File: config.mk
export PLATFORM = sky130hd
export DESIGN_NAME = fetch_stage
export DESIGN_NICKNAME = d
export VERILOG_FILES = /design/src/rtl/fetch_stage.sv
export SDC_FILE = /design/constraint.sdc
export NUM_CORES = 1
export LEC_CHECK = 0
export CAP_MARGIN = 5
export CELL_PAD_IN_SITES_DETAIL_PLACEMENT = 1
export CELL_PAD_IN_SITES_GLOBAL_PLACEMENT = 1
export CORE_MARGIN = 2
export CORE_UTILIZATION = 29
export DETAILED_ROUTE_END_ITERATION = 8
export PLACE_DENSITY_LB_ADDON = 0.15
export SLEW_MARGIN = 15
export SYNTH_ARGS = -nofsm -noshare
export SYNTH_HDL_FRONTEND = slang
export SYNTH_SLANG_ARGS = --single-unit
File: constraint.sdc
create_clock -name clk -period 2.42 [get_ports clk]
set_clock_uncertainty 0.1 [all_clocks]
set_input_delay 0.484 -clock clk [delete_from_list [all_inputs] [get_ports clk]]
set_output_delay 0.484 -clock clk [all_outputs]
set_load 0.05 [all_outputs]
File: src/rtl/fetch_stage.sv
// rtl/fetch_stage.sv - instruction-fetch stage: PC, imem req/ready handshake, one-deep stall buffer, IF/ID register
module fetch_stage #(
    parameter int unsigned ADDR_W   = 32,
    parameter int unsigned INSTR_W  = 32,
    parameter logic [ADDR_W-1:0] RESET_PC = '0
) (
    input  logic               clk,
    input  logic               rst_n,
    input  logic               pc_enable,
    input  logic               if_enable,
    input  logic               branch_taken,
    input  logic [ADDR_W-1:0]  branch_target,
    output logic               imem_req,
    output logic [ADDR_W-1:0]  imem_addr,
    input  logic               imem_ready,
    input  logic [INSTR_W-1:0] imem_rdata,
    output logic [INSTR_W-1:0] ifid_instr,
    output logic [ADDR_W-1:0]  ifid_pc_plus4,
    output logic               ifid_valid
);

    // BOOT: one idle cycle after reset; FETCH: request outstanding;
    // HOLD: returned instruction parked while the pipe is stalled;
    // DRAIN: a redirected request is still in flight and its data is junk.
    typedef enum logic [1:0] {
        BOOT  = 2'd0,
        FETCH = 2'd1,
        HOLD  = 2'd2,
        DRAIN = 2'd3
    } stateT;

    stateT              state;
    stateT              stateNext;
    logic [ADDR_W-1:0]  pc;
    logic [ADDR_W-1:0]  pcNext;
    logic [ADDR_W-1:0]  fa;
    logic [ADDR_W-1:0]  faNext;
    logic [INSTR_W-1:0] holdBuf;
    logic [INSTR_W-1:0] holdBufNext;
    logic [INSTR_W-1:0] instrNext;
    logic [ADDR_W-1:0]  pcPlus4Next;
    logic               validNext;

    logic               adv;
    logic [ADDR_W-1:0]  faPlus4;
    logic [ADDR_W-1:0]  target;

    assign adv     = pc_enable & if_enable;
    assign faPlus4 = fa + ADDR_W'(4);
    // Low two bits of the redirect are meaningless for word fetches.
    assign target  = branch_target & ~ADDR_W'(3);

    // The request and its address come straight from registers, never from imem_rdata.
    assign imem_req  = (state == FETCH) || (state == DRAIN);
    assign imem_addr = fa;

    // Next-state and next-register values; every path starts from "hold everything".
    always_comb begin
        stateNext   = state;
        pcNext      = pc;
        faNext      = fa;
        holdBufNext = holdBuf;
        instrNext   = ifid_instr;
        pcPlus4Next = ifid_pc_plus4;
        validNext   = ifid_valid;

        case (state)
            BOOT: begin
                faNext    = pc;
                stateNext = FETCH;
            end

            FETCH: begin
                if (branch_taken) begin
                    pcNext    = target;
                    instrNext = '0;
                    validNext = 1'b0;
                    if (imem_ready) begin
                        // Data for the old path is dropped; start the target right away.
                        faNext = target;
                    end else begin
                        // Request cannot be aborted, so wait it out with fa untouched.
                        stateNext = DRAIN;
                    end
                end else if (imem_ready) begin
                    if (adv) begin
                        instrNext   = imem_rdata;
                        pcPlus4Next = faPlus4;
                        validNext   = 1'b1;
                        pcNext      = faPlus4;
                        faNext      = faPlus4;
                    end else begin
                        holdBufNext = imem_rdata;
                        stateNext   = HOLD;
                    end
                end else if (adv) begin
                    instrNext = '0;
                    validNext = 1'b0;
                end
            end

            HOLD: begin
                if (branch_taken) begin
                    pcNext    = target;
                    faNext    = target;
                    instrNext = '0;
                    validNext = 1'b0;
                    stateNext = FETCH;
                end else if (adv) begin
                    instrNext   = holdBuf;
                    pcPlus4Next = faPlus4;
                    validNext   = 1'b1;
                    pcNext      = faPlus4;
                    faNext      = faPlus4;
                    stateNext   = FETCH;
                end
            end

            DRAIN: begin
                if (branch_taken) begin
                    pcNext = target;
                end
                if (adv || branch_taken) begin
                    instrNext = '0;
                    validNext = 1'b0;
                end
                if (imem_ready) begin
                    faNext    = branch_taken ? target : pc;
                    stateNext = FETCH;
                end
            end

            default: begin
                stateNext = BOOT;
            end
        endcase
    end

    // State, PC, fetch address, stall buffer and IF/ID register with synchronous reset.
    always_ff @(posedge clk) begin
        if (!rst_n) begin
            state         <= BOOT;
            pc            <= RESET_PC;
            fa            <= RESET_PC;
            holdBuf       <= '0;
            ifid_instr    <= '0;
            ifid_pc_plus4 <= '0;
            ifid_valid    <= 1'b0;
        end else begin
            state         <= stateNext;
            pc            <= pcNext;
            fa            <= faNext;
            holdBuf       <= holdBufNext;
            ifid_instr    <= instrNext;
            ifid_pc_plus4 <= pcPlus4Next;
            ifid_valid    <= validNext;
        end
    end

endmodule

# Word level (Yosys, flattened, before mapping)

Cells that the tools add are included.

Bits of input ports: 70
Output and inout bits: 98
Logic and storage cells: 78
Flip-flop bits (word level): 163

Eq/ne operators: 14
Muxes and demuxes: 41
Reductions and logical operators: 12
Add/subtract/negate cells: 1
Bitwise logic cells: 3

Operator list:

| cell                                                   | number |
|---|---|
| 2-to-1 mux 32 bit                                      | 22 |
| one-hot mux 32 bit (3 select lines)                    | 2 |
| one-hot mux 32 bit (4 select lines)                    | 1 |
| one-hot mux 32 bit (2 select lines)                    | 1 |
| adder 32 x 3 -> 32 bit (second input constant)         | 1 |
| inequality test 3 bit (second input constant)          | 5 |
| 2-to-1 mux 2 bit                                       | 7 |
| AND reduction 4 bit                                    | 3 |
| inequality test 2 bit (second input constant)          | 4 |
| one-hot mux 2 bit (4 select lines)                     | 1 |
| 2-to-1 mux 1 bit                                       | 6 |
| AND reduction 5 bit                                    | 1 |
| equality test 2 bit (second input constant)            | 2 |
| inequality test 4 bit (second input constant)          | 1 |
| AND reduction 2 bit                                    | 2 |
| one-hot mux 1 bit (3 select lines)                     | 1 |
| AND reduction 3 bit                                    | 1 |
| nonzero test 3 bit                                     | 1 |
| equality test 2 x 1 -> 1 bit (second input constant)   | 1 |
| logical NOT 2 bit                                      | 1 |
| logical OR 1 bit                                       | 2 |
| inequality test 2 x 1 -> 1 bit (second input constant) | 1 |
| inverter 1 bit                                         | 2 |
| nonzero test 2 bit                                     | 1 |
| AND 1 bit                                              | 1 |

# Depth between registers and ports, before layout

Gate-level depths: netlist of run 1.

Depth after elaboration: 5
Mapped depth: 9
Depth with buffers taken out: 7

# Worst setup path after synthesis of run 1

OpenSTA, ideal clock, no wires.

Kind: reg-to-reg
Start: register fa[2] (netlist: imem_addr[2])
End: register pc[26]
Buffers on the path: 0
Arrival: 2.270 ns
Setup time: 0.074 ns
Stages on the path, launching flop included: 7
Clock period less this slack: 2.445 ns
Data required time: 2.246 ns
Setup slack: -0.025 ns
Cell sequence: dfxtp_1 ha_1 nand3_1 nor4_4 nand4_1 or3_1 a31oi_1

Word-level cells in the longest chain between the ends: 5
Elaborated cells between the ends (all ways): 6
Those cells by class: 1 x add/sub; 5 x mux

RTL lines:

| item                                    | line    | RTL |
|---|---|---|
| from (decl)                             | 36      | `logic [ADDR_W-1:0] fa;` |
| from (signal assigned)                  | 152     | `fa <= faNext;` |
| adder 32 x 3 -> 32 bit (*)              | 49      | `assign faPlus4 = fa + ADDR_W'(4);` |
| 2-to-1 mux 32 bit (*)                   | 86, 109 |  |
| 2-to-1 mux 32 bit                       | 85      | `end else if (imem_ready) begin` |
| 2-to-1 mux 32 bit                       | 74      | `if (branch_taken) begin` |
| one-hot mux 32 bit (3 select lines) (*) | 67      | `case (state)` |
| to (signal assigned)                    | 151     | `pc <= pcNext;` |
| to (decl)                               | 34      | `logic [ADDR_W-1:0] pc;` |

Every way passes the cells marked *; elsewhere a longest branch is shown, timed or not. The select of a mux whose other input is x is not followed.
A chain may end at the register's enable or synchronous reset.

# Final worst setup path of run 1

Start: register fa[15] (netlist: imem_addr[15])
End: output imem_addr[15]

RTL lines:

| item      | line | RTL |
|---|---|---|
| to (decl) | 14   | `output logic [ADDR_W-1:0] imem_addr,` |

No word-level cell between the ends.

==> key figures, run 1 <==
Power and ir drop
  – Maximum VDD drop: about 0.00032 V
  – Leak pwr: 4.02 nW
  – Power Density: 868 nW/um^2

Layout
  – Nets@finish: 1252
  – P&R area growth vs syn: 40.8%
  – Layout fillers: 3275
  – FF+latch area: ~3300 sq um
  – Area of the multi-input gates: 4400 sq um
  – Share of post-route cells with drive strength above 1: 14.5%
  – Most frequent cells in the layout: 161 x dfxtp_1, 155 x clkdlybuf4s50_1, 113 x nand2_1
  – Post-layout util: 41.3%
  – Antenna cell count: 0
  – Most common cell after layout, fill and taps aside: dfxtp_1

Drt
  – Total Routed Length: roughly 32000 microns
  – Final ANT Viol Nets: 0
  – Via density: 5.41
  – Drc violations: 0
  – Detailed Route Iter0 Violations: 544
  – WL/cell: 20.6 microns
  – Routed vias: about 8500
  – Initial DRT Pass Iterations: 5

Timing
  – Fin crit share: 98.2%
  – Final setup viols: 0
  – Rel. slew slack: between 50 and 60%
  – Hold Fails Final Rpt: 0
  – Final Max Slew Viols: 0
  – Setup TNS: 0 ns
  – WHS: between 0.3 and 0.4 ns
  – Fmax: 0.421 GHz
  – Final min period: 2.38 ns
  – Worst slew pin tran: 0.699 ns
  – Unrepaired setup endpoints after global routing: false

Clock tree
  – CTS Buffer Depth: 2
  – Clock buffer count from CTS: 17
  – H-Tree Level Count: 4
  – CTS Sinks: 163
  – Hold buffers post-CTS: 0
  – Setup bufs post-CTS: 0
  – CTS tree: done
  – Clock transition at path regs: 0.07 ns
  – Clock Latency Late Sink: 0.44 ns
  – Clk Tree Root Cell: clkbuf_16
  – Post-CTS sizing: 2

Synth
  – Prevailing post-synth register cell: dfxtp_1
  – Synthesized area: 8100 sq um
  – Async SR Flop Fraction: 0%
  – Unique masters post-synth: approximately 80
  – Flops & latches, synth: 163
  – Sequential fraction of the synthesis area: between 40% and 50%
  – Synthesized net count: approximately 1100
  – Yosys warnings: 0
  – Syn Area/Cell: 8.22 sq um
  – Post-Syn Instances: between 900 and 1000
  – Post-synth EDFFs: 0

Global routing
  – First-pass GRT wire length: 49500 microns
  – Vias in the first global route: 8457
  – Largest net degree at the start of global routing: 39
  – Initial antenna violation count: 0
  – Total GRT Usage: around 22%
  – GRT Residual Overflow: 0

Setup path
  – Cell Chain, Critical Path: clkdlybuf4s50_1
  – Worst endpoint required time: 1.84 ns
  – Slowest CP cell: clkdlybuf4s50_1
  – Crit path launch type: flip-flop
  – CP delay by family, top: buffers and inverters
  – Buf/Inv on CP: 1
  – Worst Setup End Kind: primary output
  – Max FO, Critical Path: 6
  – Setup CP Type: flip-flop to primary output
  – Worst path max stage delay: 0.87 ns
  – Crit path DAT: 1.79 ns

Floorplanning
  – Die width: 171 microns
  – Num rows: 61
  – I/O pins: between 150 and 200
  – CORE AREA: 27600 sq um
  – Initial core utilization: just under 30%
  – Die area: 29300 sq um
  – Die height: approximately 170 microns

Min path
  – Hold Path Class: flip-flop to flip-flop

Place
  – IO buf count: 165
  – Post-DP HPWL: 22700 microns
  – Routability cong.: about 0.79

Outcome
  – Outcome: finished clean

Job
  – Max Cap Viol: 0
-- cell usage after synthesis (all sizes together) (10+ instances only) --
| library cell | instances | area [sq um] |
|---|---|---|
| dfxtp | 163 | 3260 |
| nand2 | 113 | 424 |
| nor2 | 98 | 373 |
| a21oi | 66 | 334 |
| o21ai | 66 | 330 |
| clkbuf | 55 | 216 |
| a211oi | 45 | 343 |
| a22oi | 42 | 315 |
| nor3 | 38 | 205 |
| buf | 32 | 171 |
| nand3 | 22 | 110 |
| inv | 19 | 71.3 |
| o221ai | 19 | 173 |
| a31oi | 18 | 113 |
| o211ai | 17 | 128 |
| a221o | 16 | 160 |
| nand4 | 15 | 124 |
| o22ai | 12 | 75.1 |
| nor4 | 10 | 120 |
-- cells by family after synthesis --
logic type / after synthesis / share of synthesized area, %
compound gates: 350 / 29.9
simple gates: 335 / 20.4
flops: 163 / 40.3
buf+inv: 108 / 5.84
xor+xnor: 17 / 1.84
mux: 8 / 1.05
fa+ha+maj: 5 / 0.772
-- power breakdown --
group | switching (mW) | internal (mW) | total (mW) | leakage (nW)
combinational | 2.34 | 1.40 | 3.74 | 2.39
clock | 1.32 | 1.50 | 2.83 | 0.291
sequential | 0.305 | 3.03 | 3.34 | 1.34
-- state kept, by name, indices dropped and copies added (netlist names) --
register       flops
holdBuf           32
ifid_instr        32
ifid_pc_plus4     32
ifid_valid         1
imem_addr         32
pc                32
state              2
-- through the flow --
step | area [sq um] | instances | setup WS (ns) | power (mW)
floorplan | 8100 | 986 | 0.0185 | 5.52
global placement | 10800 | 1536 | -0.125 | 7.08
detailed placement | 10800 | 1536 | -0.155 | 7.12
CTS | 11400 | 1568 | 0.00370 | 9.98
global route | 11400 | 1568 | 0.00216 | 10.4
finish | 11400 | 1568 | 0.0439 | 9.90
-- area by class of cell --
class	count	area share, %
clock inverters	14	1.46
flip-flops and latches	163	28.6
multi-input cells	715	38.6
inverters	20	0.680
repair buffers	260	22.7
well taps	378	4.15
clock buffers	18	3.85
-- metal layers --
layer / vias to the layer above / track usage (%) / share of wire, %
li1: 4068 / - / -
met1: 4157 / 29.1 / 45
met2: 223 / 36.6 / 49
met3: 33 / 3.91 / 4.8
met4: 0 / 6.67 / 1.7
met5: - / 0 / 0
-- path summary, 6_finish.rpt --
path	cells after the start	from	slack (ns)	endpoint
setup / recovery	1	imem_addr[15]	0.04	imem_addr[15]
hold / removal	2	ifid_pc_plus4[0]	0.36	ifid_pc_plus4[0]
setup reg to reg	6	imem_addr[8]	0.14	ifid_pc_plus4[23]
hold reg to reg	2	ifid_pc_plus4[0]	0.36	ifid_pc_plus4[0]
(Power assumes the default switching activity.)
==> run 2, diff against run 1 <==
--- a/config.mk
+++ b/config.mk
@@ -5,6 +5,7 @@
 export SDC_FILE = /design/constraint.sdc
 export NUM_CORES = 1
 export LEC_CHECK = 0
+export ABC_CLOCK_PERIOD_IN_PS = 2420
 export CAP_MARGIN = 5
 export CELL_PAD_IN_SITES_DETAIL_PLACEMENT = 1
 export CELL_PAD_IN_SITES_GLOBAL_PLACEMENT = 1
@@ -12,6 +13,7 @@
 export CORE_UTILIZATION = 29
 export DETAILED_ROUTE_END_ITERATION = 8
 export PLACE_DENSITY_LB_ADDON = 0.15
+export RECOVER_POWER = 100
 export SLEW_MARGIN = 15
 export SYNTH_ARGS = -nofsm -noshare
 export SYNTH_HDL_FRONTEND = slang
==> constraint.sdc (replaced) <==
create_clock -name clk -period 2.42 [get_ports clk]
set_clock_uncertainty 0.1 [all_clocks]
set_input_delay 0.605 -clock clk [delete_from_list [all_inputs] [get_ports clk]]
set_output_delay 0.605 -clock clk [all_outputs]
set_load 0.05 [all_outputs]
==> key figures, run 2 (synthesized netlist as in run 1, its figures left out) <==
Outcome
  – Outcome: finished clean

Min path
  – Hold Path Class: flip-flop to flip-flop

Clock tree
  – Clk Tree Root Cell: clkbuf_16
  – CTS Buffer Depth: 2
  – Clock buffer count from CTS: 17
  – CTS Sinks: 163
  – Clock transition at path regs: 0.07 ns
  – Clock Latency Late Sink: 0.43 ns
  – Setup bufs post-CTS: 0
  – CTS tree: done
  – Hold buffers post-CTS: 0
  – H-Tree Level Count: 4

Setup path
  – Max FO, Critical Path: 11
  – Flop-to-flop setup slack: 0.13 ns
  – Crit path launch type: flip-flop
  – Worst endpoint required time: 1.71 ns
  – Worst Setup End Kind: primary output
  – Setup CP Type: flip-flop to primary output
  – Crit path DAT: 1.65 ns
  – Cell Chain, Critical Path: ha_4, buf_4, or2_2, buf_12
  – Slowest CP cell: dfxtp_1
  – Worst path max stage delay: 0.35 ns

Global routing
  – Total GRT Usage: 22.1%
  – GRT Residual Overflow: 0
  – First-pass GRT wire length: a little under 50000 microns
  – Initial antenna violation count: 1
  – Largest net degree at the start of global routing: 68
  – Vias in the first global route: 8638

Timing
  – PnR worst setup slack: 0.0608 ns
  – Rel. slew slack: 52.0%
  – Fmax: ~0.42 GHz
  – Final Max Slew Viols: 0
  – Unrepaired setup endpoints after global routing: false
  – Fin crit share: ~100%
  – Setup TNS: 0 ns
  – Hold Fails Final Rpt: 0
  – Final min period: 2.36 ns
  – WHS: between 0.3 and 0.4 ns
  – Worst slew pin tran: just over 0.7 ns
  – Final setup viols: 0

Floorplanning
  – Initial core utilization: 29.3%
  – CORE AREA: 27600 sq um
  – Die width: 171 microns
  – I/O pins: 168
  – Die area: 29300 sq um
  – Num rows: 61
  – Die height: 171 microns

Place
  – IO buf count: 165
  – Post-DP HPWL: 22800 microns
  – Routability cong.: 0.825
  – Placed insts: ~1500
  – Placed Area: 10800 sq um
  – Pre-CTS setup slack: -0.129 ns

Layout
  – Antenna cell count: 0
  – Final Instance Area: 11200 sq um
  – Post-layout util: 40.7%
  – P&R area growth vs syn: 38.7%
  – Share of post-route cells with drive strength above 1: 13.3%
  – Most frequent cells in the layout: 161 x dfxtp_1, 122 x clkdlybuf4s50_1, 113 x nand2_1
  – Most common cell after layout, fill and taps aside: dfxtp_1
  – Nets@finish: 1255
  – Layout Cells excl Fill: 1571
  – Layout fillers: about 3300

Power and ir drop
  – Total power draw: around 10 mW
  – Maximum VDD drop: 0.000520 V
  – Seq pwr share: approximately a third
  – Switching share of power: 39.1%
  – Comb power frac: 36.2%
  – Switch Pwr: 3.90 mW
  – Internal power: approximately 6.1 mW
  – Power Density: around 890 nW/um^2
  – Leak pwr: 3.93 nW
  – Clock power share: 30.3%

Drt
  – Routed vias: 8546
  – Final ANT Viol Nets: 0
  – Drc violations: 0
  – Detailed Route Iter0 Violations: about 510
  – Total Routed Length: approximately 32000 microns
  – Initial DRT Pass Iterations: 4
  – Via density: 5.44
  – WL/cell: 20.5 microns

Job
  – Max Cap Viol: 0
==> run 2: cell count changes in the layout (fill, tap and decap cells not counted), moves of 3 or more <==
cell             before  now
buf_4                81   67
bufinv_16             1    4
clkdlybuf4s50_1     155  122
dlygate4sd3_1         0   11
clkbuf_1              0   31
inv_6                 3    6
clkbuf_2              0    4
dlymetal6s2s_1        5    0
dlygate4sd2_1         0    8
==> run 2: layer usage <==
metal / GRT usage (%) / wire (microns) / vias up
li1: - / - / 4076
met1: 28.1 / 14400 / 4227
met2: 37.5 / 15700 / 208
met3: 4.97 / 1560 / 35
met4: 6.45 / 596 / 0
met5: 0 / 0 / -
==> run 2: area by class of cell <==
cell class                      count  area, sq um  area share (%)
Clock inverter                     14          211            1.88
Sequential cell                   163         3270            29.1
Inverter                           20         77.6           0.691
Clock buffer                       18          429            3.82
Tap cell                          378          473            4.21
Timing Repair Buffer              263         2390            21.2
Multi-Input combinational cell    715         4390            39.1
==> run 2: critical path: cells and delay by family (launching register included) <==
| family | cells | cell delay, ns |
|---|---|---|
| fa+ha+maj | 1 | 0.21 |
| buf+inv | 2 | 0.35 |
| flops | 1 | 0.35 |
| simple gates | 1 | 0.31 |
==> run 2: worst paths after layout <==
path / from / to / cells past startpoint
max: state[0] / imem_req / 4
min: holdBuf[1] / holdBuf[1] / 2
max reg2reg: imem_addr[22] / ifid_pc_plus4[30] / 5
min reg2reg: holdBuf[1] / holdBuf[1] / 2
==> run 2: timing repair <==
item	in CTS	in global routing
gates resized for setup	11	3
pin swaps	0	0
setup endpoints to repair	9	3
==> run 2: power groups by stage <==
stage | Clock [mW] | Combinational [mW] | Sequential, mW
final | 3.02 | 3.61 | 3.34
after CTS | 3.11 | 3.73 | 3.34
after floorplan | 0 | 1.33 | 4.20
after global placement | 0 | 3.70 | 3.38
after detailed placement | 0 | 3.73 | 3.39
after global routing | 3.22 | 3.86 | 3.38
==> run 3, diff against run 2 <==
--- a/config.mk
+++ b/config.mk
@@ -12,6 +12,7 @@
 export CORE_MARGIN = 2
 export CORE_UTILIZATION = 29
 export DETAILED_ROUTE_END_ITERATION = 8
+export HOLD_SLACK_MARGIN = 0.15
 export PLACE_DENSITY_LB_ADDON = 0.15
 export RECOVER_POWER = 100
 export SLEW_MARGIN = 15
==> results of run 3 <==
Same layout as run 2: the final DEF is identical, and so are final timing and power.
